## config.mk

```make
export PLATFORM = sky130hd
export DESIGN_NAME = redmule_x_feeder
export DESIGN_NICKNAME = d
export VERILOG_FILES = /design/src/rtl/redmule_pkg.sv /design/src/rtl/redmule_x_feeder_fifo.sv /design/src/rtl/redmule_x_feeder.sv
export SDC_FILE = /design/constraint.sdc
export NUM_CORES = 1
export LEC_CHECK = 0
export CAP_MARGIN = 20
export CELL_PAD_IN_SITES_DETAIL_PLACEMENT = 0
export CELL_PAD_IN_SITES_GLOBAL_PLACEMENT = 1
export CORE_ASPECT_RATIO = 1.5
export CORE_MARGIN = 1.5
export CORE_UTILIZATION = 42
export DETAILED_ROUTE_END_ITERATION = 16
export MAX_ROUTING_LAYER = met4
export PLACE_DENSITY = 0.78
export SYNTH_ARGS = -nofsm -noshare
export SYNTH_HDL_FRONTEND = slang
export SYNTH_HIERARCHICAL = 1
export SYNTH_SLANG_ARGS = --single-unit
export TNS_END_PERCENT = 30
```

## constraint.sdc

```tcl
create_clock -name clk_i -period 3.55 [get_ports clk_i]
set_input_delay 0.71 -clock clk_i [delete_from_list [all_inputs] [get_ports clk_i]]
set_output_delay 0.71 -clock clk_i [all_outputs]
set_load 0.01 [all_outputs]
```

## src/rtl/redmule_pkg.sv

```systemverilog
// Shared types and constants for the RedMulE X-path load sequencer.
// Holds the feeder FSM encoding, the job configuration bundle and the limit normaliser.
package redmule_pkg;

    localparam int unsigned ARRAY_WIDTH = 12;
    localparam int unsigned DATA_W      = 288;

    typedef enum logic [1:0] {
        XF_IDLE,
        XF_FILL,
        XF_DRAIN,
        XF_DONE
    } x_feeder_state_e;

    // Job limits after normalisation; kept 32-bit so any parameterisation fits.
    typedef struct packed {
        int unsigned n_tiles;
        int unsigned rows_lftovr;
    } x_feeder_cfg_t;

    // A programmed zero selects the natural default (1 tile, or a full tile of rows).
    function automatic int unsigned xf_norm(input int unsigned v, input int unsigned dflt);
        return (v == 0) ? dflt : v;
    endfunction

endpackage

```

## src/rtl/redmule_x_feeder_fifo.sv

```systemverilog
// Two-entry DW-wide FIFO between the memory streamer and the X buffer.
// A push into an empty FIFO becomes visible at the head on the following cycle.
module redmule_x_feeder_fifo #(
    parameter int unsigned DW = 288
) (
    input  logic          clk_i,
    input  logic          rst_ni,
    input  logic          flush_i,
    input  logic          push_i,
    input  logic [DW-1:0] data_i,
    input  logic          pop_i,
    output logic [DW-1:0] data_o,
    output logic          full_o,
    output logic          empty_o
);

    logic       wr_ptr_reg;
    logic       rd_ptr_reg;
    logic [1:0] cnt_reg;
    logic       push_eff;
    logic       pop_eff;

    assign full_o   = (cnt_reg == 2'd2);
    assign empty_o  = (cnt_reg == 2'd0);
    assign push_eff = push_i && !full_o && !flush_i;
    assign pop_eff  = pop_i && !empty_o && !flush_i;

    genvar gi;
    generate
        for (gi = 0; gi < 2; gi++) begin : g_entry
            logic [DW-1:0] entry_reg;
            always_ff @(posedge clk_i or negedge rst_ni) begin
                if (!rst_ni) begin
                    entry_reg <= '0;
                end else if (push_eff && (wr_ptr_reg == 1'(gi))) begin
                    entry_reg <= data_i;
                end
            end
        end
    endgenerate

    assign data_o = rd_ptr_reg ? g_entry[1].entry_reg : g_entry[0].entry_reg;

    always_ff @(posedge clk_i or negedge rst_ni) begin
        if (!rst_ni) begin
            wr_ptr_reg <= 1'b0;
            rd_ptr_reg <= 1'b0;
            cnt_reg    <= 2'd0;
        end else if (flush_i) begin
            wr_ptr_reg <= 1'b0;
            rd_ptr_reg <= 1'b0;
            cnt_reg    <= 2'd0;
        end else begin
            if (push_eff) begin
                wr_ptr_reg <= !wr_ptr_reg;
            end
            if (pop_eff) begin
                rd_ptr_reg <= !rd_ptr_reg;
            end
            cnt_reg <= cnt_reg + {1'b0, push_eff} - {1'b0, pop_eff};
        end
    end

endmodule

```

## src/rtl/redmule_x_feeder.sv

```systemverilog
// Load sequencer for the RedMulE X buffer: buffers streamer rows and fills the
// X buffer one tile at a time, waiting for it to drain between tiles.
module redmule_x_feeder
    import redmule_pkg::*;
#(
    parameter  int unsigned DW       = DATA_W,
    parameter  int unsigned Width    = ARRAY_WIDTH,
    parameter  int unsigned TileCntW = 16,
    localparam int unsigned RowCntW  = $clog2(Width) + 1
) (
    input  logic                clk_i,
    input  logic                rst_ni,
    input  logic                clear_i,
    input  logic                start_i,
    input  logic [TileCntW-1:0] n_tiles_i,
    input  logic [RowCntW-1:0]  rows_lftovr_i,
    input  logic [DW-1:0]       x_data_i,
    input  logic                x_valid_i,
    output logic                x_ready_o,
    output logic [DW-1:0]       x_buffer_o,
    output logic                load_o,
    input  logic                buf_empty_i,
    output logic [TileCntW-1:0] tile_idx_o,
    output logic                busy_o,
    output logic                done_o
);

    x_feeder_state_e     state_reg;
    logic [RowCntW-1:0]  row_cnt_reg;
    logic [RowCntW-1:0]  row_cnt_next;
    logic [RowCntW-1:0]  lim_last_reg;
    logic [RowCntW-1:0]  row_lim;
    logic [TileCntW-1:0] tile_idx_reg;
    logic [TileCntW-1:0] tiles_reg;
    logic                last_tile;
    logic                fifo_full;
    logic                fifo_empty;
    logic                pop;
    x_feeder_cfg_t       start_cfg;

    assign start_cfg.n_tiles     = xf_norm(32'(n_tiles_i), 1);
    assign start_cfg.rows_lftovr = xf_norm(32'(rows_lftovr_i), Width);

    assign last_tile    = (tile_idx_reg == tiles_reg - TileCntW'(1));
    assign row_lim      = last_tile ? lim_last_reg : RowCntW'(Width);
    assign row_cnt_next = row_cnt_reg + RowCntW'(1);

    // Loads depend only on registered state, so the X buffer sees a glitch-free strobe.
    assign pop        = (state_reg == XF_FILL) && !fifo_empty;
    assign load_o     = pop;
    assign x_ready_o  = !fifo_full;
    assign busy_o     = (state_reg != XF_IDLE);
    assign done_o     = (state_reg == XF_DONE);
    assign tile_idx_o = tile_idx_reg;

    redmule_x_feeder_fifo #(
        .DW (DW)
    ) i_fifo (
        .clk_i   (clk_i),
        .rst_ni  (rst_ni),
        .flush_i (clear_i),
        .push_i  (x_valid_i),
        .data_i  (x_data_i),
        .pop_i   (pop),
        .data_o  (x_buffer_o),
        .full_o  (fifo_full),
        .empty_o (fifo_empty)
    );

    always_ff @(posedge clk_i or negedge rst_ni) begin
        if (!rst_ni) begin
            state_reg    <= XF_IDLE;
            row_cnt_reg  <= '0;
            tile_idx_reg <= '0;
            tiles_reg    <= TileCntW'(1);
            lim_last_reg <= RowCntW'(Width);
        end else if (clear_i) begin
            state_reg    <= XF_IDLE;
            row_cnt_reg  <= '0;
            tile_idx_reg <= '0;
            tiles_reg    <= TileCntW'(1);
            lim_last_reg <= RowCntW'(Width);
        end else begin
            case (state_reg)
                XF_IDLE: begin
                    if (start_i) begin
                        tiles_reg    <= TileCntW'(start_cfg.n_tiles);
                        lim_last_reg <= RowCntW'(start_cfg.rows_lftovr);
                        row_cnt_reg  <= '0;
                        tile_idx_reg <= '0;
                        state_reg    <= XF_FILL;
                    end
                end
                XF_FILL: begin
                    if (pop) begin
                        if (row_cnt_next == row_lim) begin
                            row_cnt_reg <= '0;
                            state_reg   <= XF_DRAIN;
                        end else begin
                            row_cnt_reg <= row_cnt_next;
                        end
                    end
                end
                XF_DRAIN: begin
                    if (buf_empty_i) begin
                        if (last_tile) begin
                            state_reg <= XF_DONE;
                        end else begin
                            tile_idx_reg <= tile_idx_reg + TileCntW'(1);
                            state_reg    <= XF_FILL;
                        end
                    end
                end
                XF_DONE: begin
                    state_reg <= XF_IDLE;
                end
                default: begin
                    state_reg <= XF_IDLE;
                end
            endcase
        end
    end

endmodule

```

# == After elaboration in Yosys (flattened, before gate mapping) ==
# Index checks and enable logic that the tools add are counted.
# totals
ff_bits,624
out_inout_bits,308
word_cells,86
# op_classes
add_sub_neg,5
n_eq_ne,11
mux,32
bitwise_logic,1
reduce_logical,27
# op_table
cell,count
two-way mux 288 bit,1
two-way mux 16 bit,8
two-way mux 5 bit,9
one-hot mux 16 bit (2 select lines),1
adder 16 x 1 -> 16 bit (second input constant),1
== test 16 bit,1
logical NOT 16 bit,1
subtractor 16 x 1 -> 16 bit (second input constant),1
two-way mux 2 bit,7
one-hot mux 5 bit (2 select lines),1
nonzero test 2 bit,5
inequality test 3 bit (second input constant),3
one-hot mux 2 bit (4 select lines),1
AND reduction 4 bit,2
logical AND 1 bit,7
== test 2 bit (second input constant),3
inequality test 3 x 2 -> 1 bit (second input constant),2
nonzero test 3 bit,2
adder 5 x 1 -> 5 bit (second input constant),1
== test 5 bit,1
logical NOT 1 bit,5
logical NOT 5 bit,1
logical NOT 2 bit,2
two-way mux 1 bit,4
other kinds (6),6

# == Longest topological paths before layout ==
# logic_depth
word_depth,8
ltp_mapped,13
ltp_nobuf,10

# == Hierarchy ==
# Netlist, hierarchy kept.
# modules_own_cells
mod,n_inst,cells_per_inst,area_each_um2,seq_area_each_um2
redmule_x_feeder_fifo,1,1560,25832.3,14513.9
redmule_x_feeder,1,318,2852.7,1104.8

# == Worst setup path before layout ==
# Ideal clock, no wire load.
# synth_path
path_kind,register to register
start,reg tiles_reg[0]
end,reg row_cnt_reg[3]
setup_time_ps,128
arrival_time_ps,2751
path_slack_ps,670
stages_incl_launch_ff,12
n_path_buf,1
period_less_slack_ps,2880
cell_sequence,dfstp_2 > clkbuf_1 > inv_1 > ha_1 > or4b_4 > nor4_2 > xnor2_1 > o21ai_0 > or3_1 > a2111o_1 > nand3_1 > o21ai_0
# synth_via
elab_chain_cells,8
# synth_rtl
item,line,source
start: declaration,redmule_x_feeder.sv:34,logic [TileCntW-1:0] tiles_reg;
start signal: assignment,redmule_x_feeder.sv:75,tiles_reg <= TileCntW'(1);
start signal: assignment,redmule_x_feeder.sv:81,tiles_reg <= TileCntW'(1);
start signal: assignment,redmule_x_feeder.sv:87,tiles_reg <= TileCntW'(start_cfg.n_tiles);
subtractor 16 x 1 -> 16 bit,redmule_x_feeder.sv:44,assign last_tile = (tile_idx_reg == tiles_reg - TileCntW'(1));
== test 16 bit,redmule_x_feeder.sv:44,
two-way mux 5 bit,redmule_x_feeder.sv:45,assign row_lim = last_tile ? lim_last_reg : RowCntW'(Width);
== test 5 bit,redmule_x_feeder.sv:96,if (row_cnt_next == row_lim) begin
two-way mux 5 bit,redmule_x_feeder.sv:96,
two-way mux 5 bit,redmule_x_feeder.sv:95,if (pop) begin
one-hot mux 5 bit (2 select lines),redmule_x_feeder.sv:84,case (state_reg)
two-way mux 5 bit,redmule_x_feeder.sv:77,end else if (clear_i) begin
end signal: assignment,redmule_x_feeder.sv:100,row_cnt_reg <= row_cnt_next;
end: declaration,redmule_x_feeder.sv:29,logic [RowCntW-1:0] row_cnt_reg;
# Every way passes these cells. The select of a mux whose other input is x is not followed.
# A chain may end at the register's enable or synchronous reset.

# == Worst setup path after layout ==
# layout_path
start,reg i_fifo.rd_ptr_reg
end,out x_buffer_o[187]
# layout_via
elab_chain_cells,1
# layout_rtl
item,line,source
start: declaration,redmule_x_feeder_fifo.sv:18,logic rd_ptr_reg;
start signal: assignment,redmule_x_feeder_fifo.sv:58,rd_ptr_reg <= !rd_ptr_reg;
two-way mux 288 bit,redmule_x_feeder_fifo.sv:42,assign data_o = rd_ptr_reg ? g_entry[1].entry_reg : g_entry[0].entry_reg;
end: declaration,redmule_x_feeder.sv:20,"output logic [DW-1:0] x_buffer_o,"
# Every way passes these cells.

==> results by group <==
Synthesis
  • Ys async rst share: 1.00
  • Synth Area in Simple Gates: 0.0270
  • Most used flip-flop cell after synthesis: dfrtp_1
  • Top cells by count, synth: 644 x mux2_2, 621 x dfrtp_1, 220 x mux2_4
  • Synth Area in Adders: 0.00218
  • Synthesized flop and latch total: 624
  • Yosys top cell area share: 0.542
  • Most common cell in the netlist: mux2_2
  • Yosys top cell by area: dfrtp_1
  • Yosys warnings: 6
  • Post-synth EDFFs: 0
  • Mapped cell area: 0.0287 sq mm
  • Xor/xnor share of the synthesized area: 0.00855
  • Distinct cells, synth: 67
  • Net Count, Synth: 2,198
  • Sequential fraction of the synthesis area: 0.544
  • Syn Inst Count: 1,878
  • Largest family of logic cells by synthesized area: multiplexers
  • Mapped Avg Cell Area: 15.3 sq um
  • Synth Area in Compound Gates: 0.0236
  • Area contributors post-synth: dfrtp_1 54%, mux2_2 25%, mux2_4 12%
  • Multiplexer share of the synthesized area: 0.368

Clocking
  • CTS tree: yes
  • Post-CTS Resized: 0
  • CTS Root Cell: clkbuf_16
  • Sink Count: 624
  • CTS hold repair buffers: 0
  • Clk_lat worst skew: 0.62 ns
  • Clock buffer depth: 3
  • Clock-pin slew on the worst setup and hold paths: 0.06 ns
  • Post-CTS Setup Bufs: 0
  • H-tree depth: 2
  • CTS Buf Count: 60

Cells and area
  • Area growth syn-to-layout: 32.7%
  • Filler cells: 5,540
  • Final-stage net count: 2,816
  • Final Instance Area: 0.0381 sq mm
  • Fraction of layout instances using a drive strength above 1: 0.402
  • Max reg flops: 576

Timing
  • Clock Skews: 0.0214 ns
  • Relative slew slack: 0.163
  • FMAX: 0.300 GHz
  • Setup TNS: 0 ns
  • Max-slew violations: 0
  • Final-report setup violation count: 0
  • Hold Worst Slack: 0.0744 ns
  • RSZ-0062 raised after global routing: no
  • Worst-Margin Slew: 1.26 ns
  • Tcrit/Tclk final: 0.939
  • Fin. Hold Viols: 0
  • Tmin final: 3.33 ns

Placed design
  • Final GP Congestion: 0.846
  • Dpl cell area: 0.0360 sq mm
  • DP Wirelength: 53.7 mm
  • PortBufs: 622

Worst setup path
  • Critical path arrival: 2.62 ns
  • Crit Path Class: reg -> out
  • Crit path from: i_fifo/rd_ptr_reg
  • R2r startpoint: tiles_reg[1]
  • WP data required: 2.84 ns
  • Critical path startpoint category: register
  • R2R cell count: 11
  • Reg-to-reg critical path endpoint: tile_idx_o[8]
  • CP Max Fanout: 62
  • Crit path capture type: primary output
  • Worst setup path endpoint: x_buffer_o[187]
  • Flop2flop setup slack: 0.34 ns

Drt
  • First-pass detailed-route iteration total: 4
  • Total Wirelength: 76.2 mm
  • Vias: 18,000
  • # DRC: 0
  • Initial DRC Count: 886
  • Final ANT Viol Nets: 0
  • Avg WL per Cell: 22.1 um
  • Vias/cell: 5.21

Run
  • Max Cap Viol: 0

Power
  • PwrDens: 603 mW/mm^2
  • Reg power frac: 0.429
  • Switching Share: 0.258
  • Max rail drop VDD: 0.000445 V
  • Power Total: 22.9 mW
  • Part of the power in the clock network: 0.292
  • Switching power: 5.93 mW
  • Combinational Power Share: 0.279
  • Int Power: 17.0 mW
  • Leakage: 16.4 nW

Floorplanning
  • Initial Utilization: 0.423
  • Area of the core: 0.0678 sq mm
  • Site Rows: 117
  • IO Count: 623
  • Total die area: 0.0699 sq mm
  • Die X: 216 um
  • Die height: 323 um

Global routing
  • Total grt overflow: 0
  • First-pass GRT wire length: 117 mm
  • Pin count of the biggest net entering global routing: 115
  • Vias in the first global route: 19,500
  • Initial antenna violation count: 11
  • Gr usage total: 0.220

Hold path
  • Worst hold path class: in -> async

Status
  • Status: complete, no violations
-- logic make-up after synthesis --
logic type | count (synthesis)
AO/OA/AOI/OAI | 100
XOR/XNOR | 28
adder cells (fa/ha/maj) | 5
flip-flops | 624
AND/OR/NAND/NOR | 130
buffers and inverters | 127
multiplexers | 864
-- power groups by stage --
| stage | logic, mW | clock network, mW | registers (mW) |
|---|---|---|---|
| 2_1_floorplan | 3.65 | 0 | 9.62 |
| 3_3_place_gp | 6.28 | 0 | 9.81 |
| 3_5_place_dp | 6.40 | 0 | 9.95 |
| 4_1_cts | 6.46 | 6.93 | 9.84 |
| 5_1_grt | 6.78 | 7.19 | 10.1 |
| 6_report | 6.39 | 6.71 | 9.84 |
-- placed cells by master (no fill, tap or decap), types with 14 or more instances in the layout --
cell type	instances
mux2_2	644
nor2_1	14
dfrtp_1	620
xor2_1	15
clkbuf_1	15
mux2_4	220
inv_1	14
o21ai_0	27
buf_12	22
clkdlybuf4s50_1	621
clkbuf_8	17
nand2_1	23
clkbuf_16	61
a21oi_1	17
buf_4	25
a22o_1	15
-- critical path, stage by stage (launching register included) --
cell,delay [ns]
dfrtp_4,0.61
buf_12,0.37
mux2_2,0.39
clkdlybuf4s50_1,0.58
-- stage by stage --
stage | instances | setup WS [ns] | util
final | 3450 | 0.216 | 0.562
after global routing | 3448 | 0.106 | 0.562
after CTS | 3437 | 0.123 | 0.561
after detailed placement | 3326 | 0.407 | 0.531
after global placement | 3326 | 0.512 | 0.531
after floorplan | 1878 | 0.670 | -
-- how the worst min path moves through the flow --
stage	end	start	slack (ns)
global route	i_fifo/g_entry[1].entry_reg[225]	rst_ni	0.08
floorplan	i_fifo/cnt_reg[0]	rst_ni	0.41
CTS	i_fifo/g_entry[1].entry_reg[200]	rst_ni	0.05
finish	i_fifo/g_entry[1].entry_reg[225]	rst_ni	0.07
global placement	i_fifo/g_entry[1].entry_reg[7]	i_fifo/g_entry[1].entry_reg[7]	0.48
detailed placement	i_fifo/g_entry[1].entry_reg[287]	i_fifo/g_entry[1].entry_reg[287]	0.49
-- routing by layer --
metal  global-route usage  part of all wire  vias up
met5                    -                 0        -
met4               0.0778             0.035        0
met3               0.0632             0.075      118
met2                0.355              0.48      576
met1                0.263              0.41     9228
li1                     -                 -     8056
-- final cells by class --
| class | count | area, sq um | share of cell area |
|---|---|---|---|
| sequential | 624 | 15600 | 0.410 |
| multi-input combinational | 1127 | 12300 | 0.324 |
| timing repair buffer | 669 | 6860 | 0.180 |
| clock buffer | 93 | 1820 | 0.0477 |
| tap | 892 | 1120 | 0.0293 |
| clock inverter | 18 | 251 | 0.00661 |
| inverter | 14 | 52.6 | 0.00138 |
| antenna | 13 | 32.5 | 0.000855 |
Power figures use the tool's default switching activity.
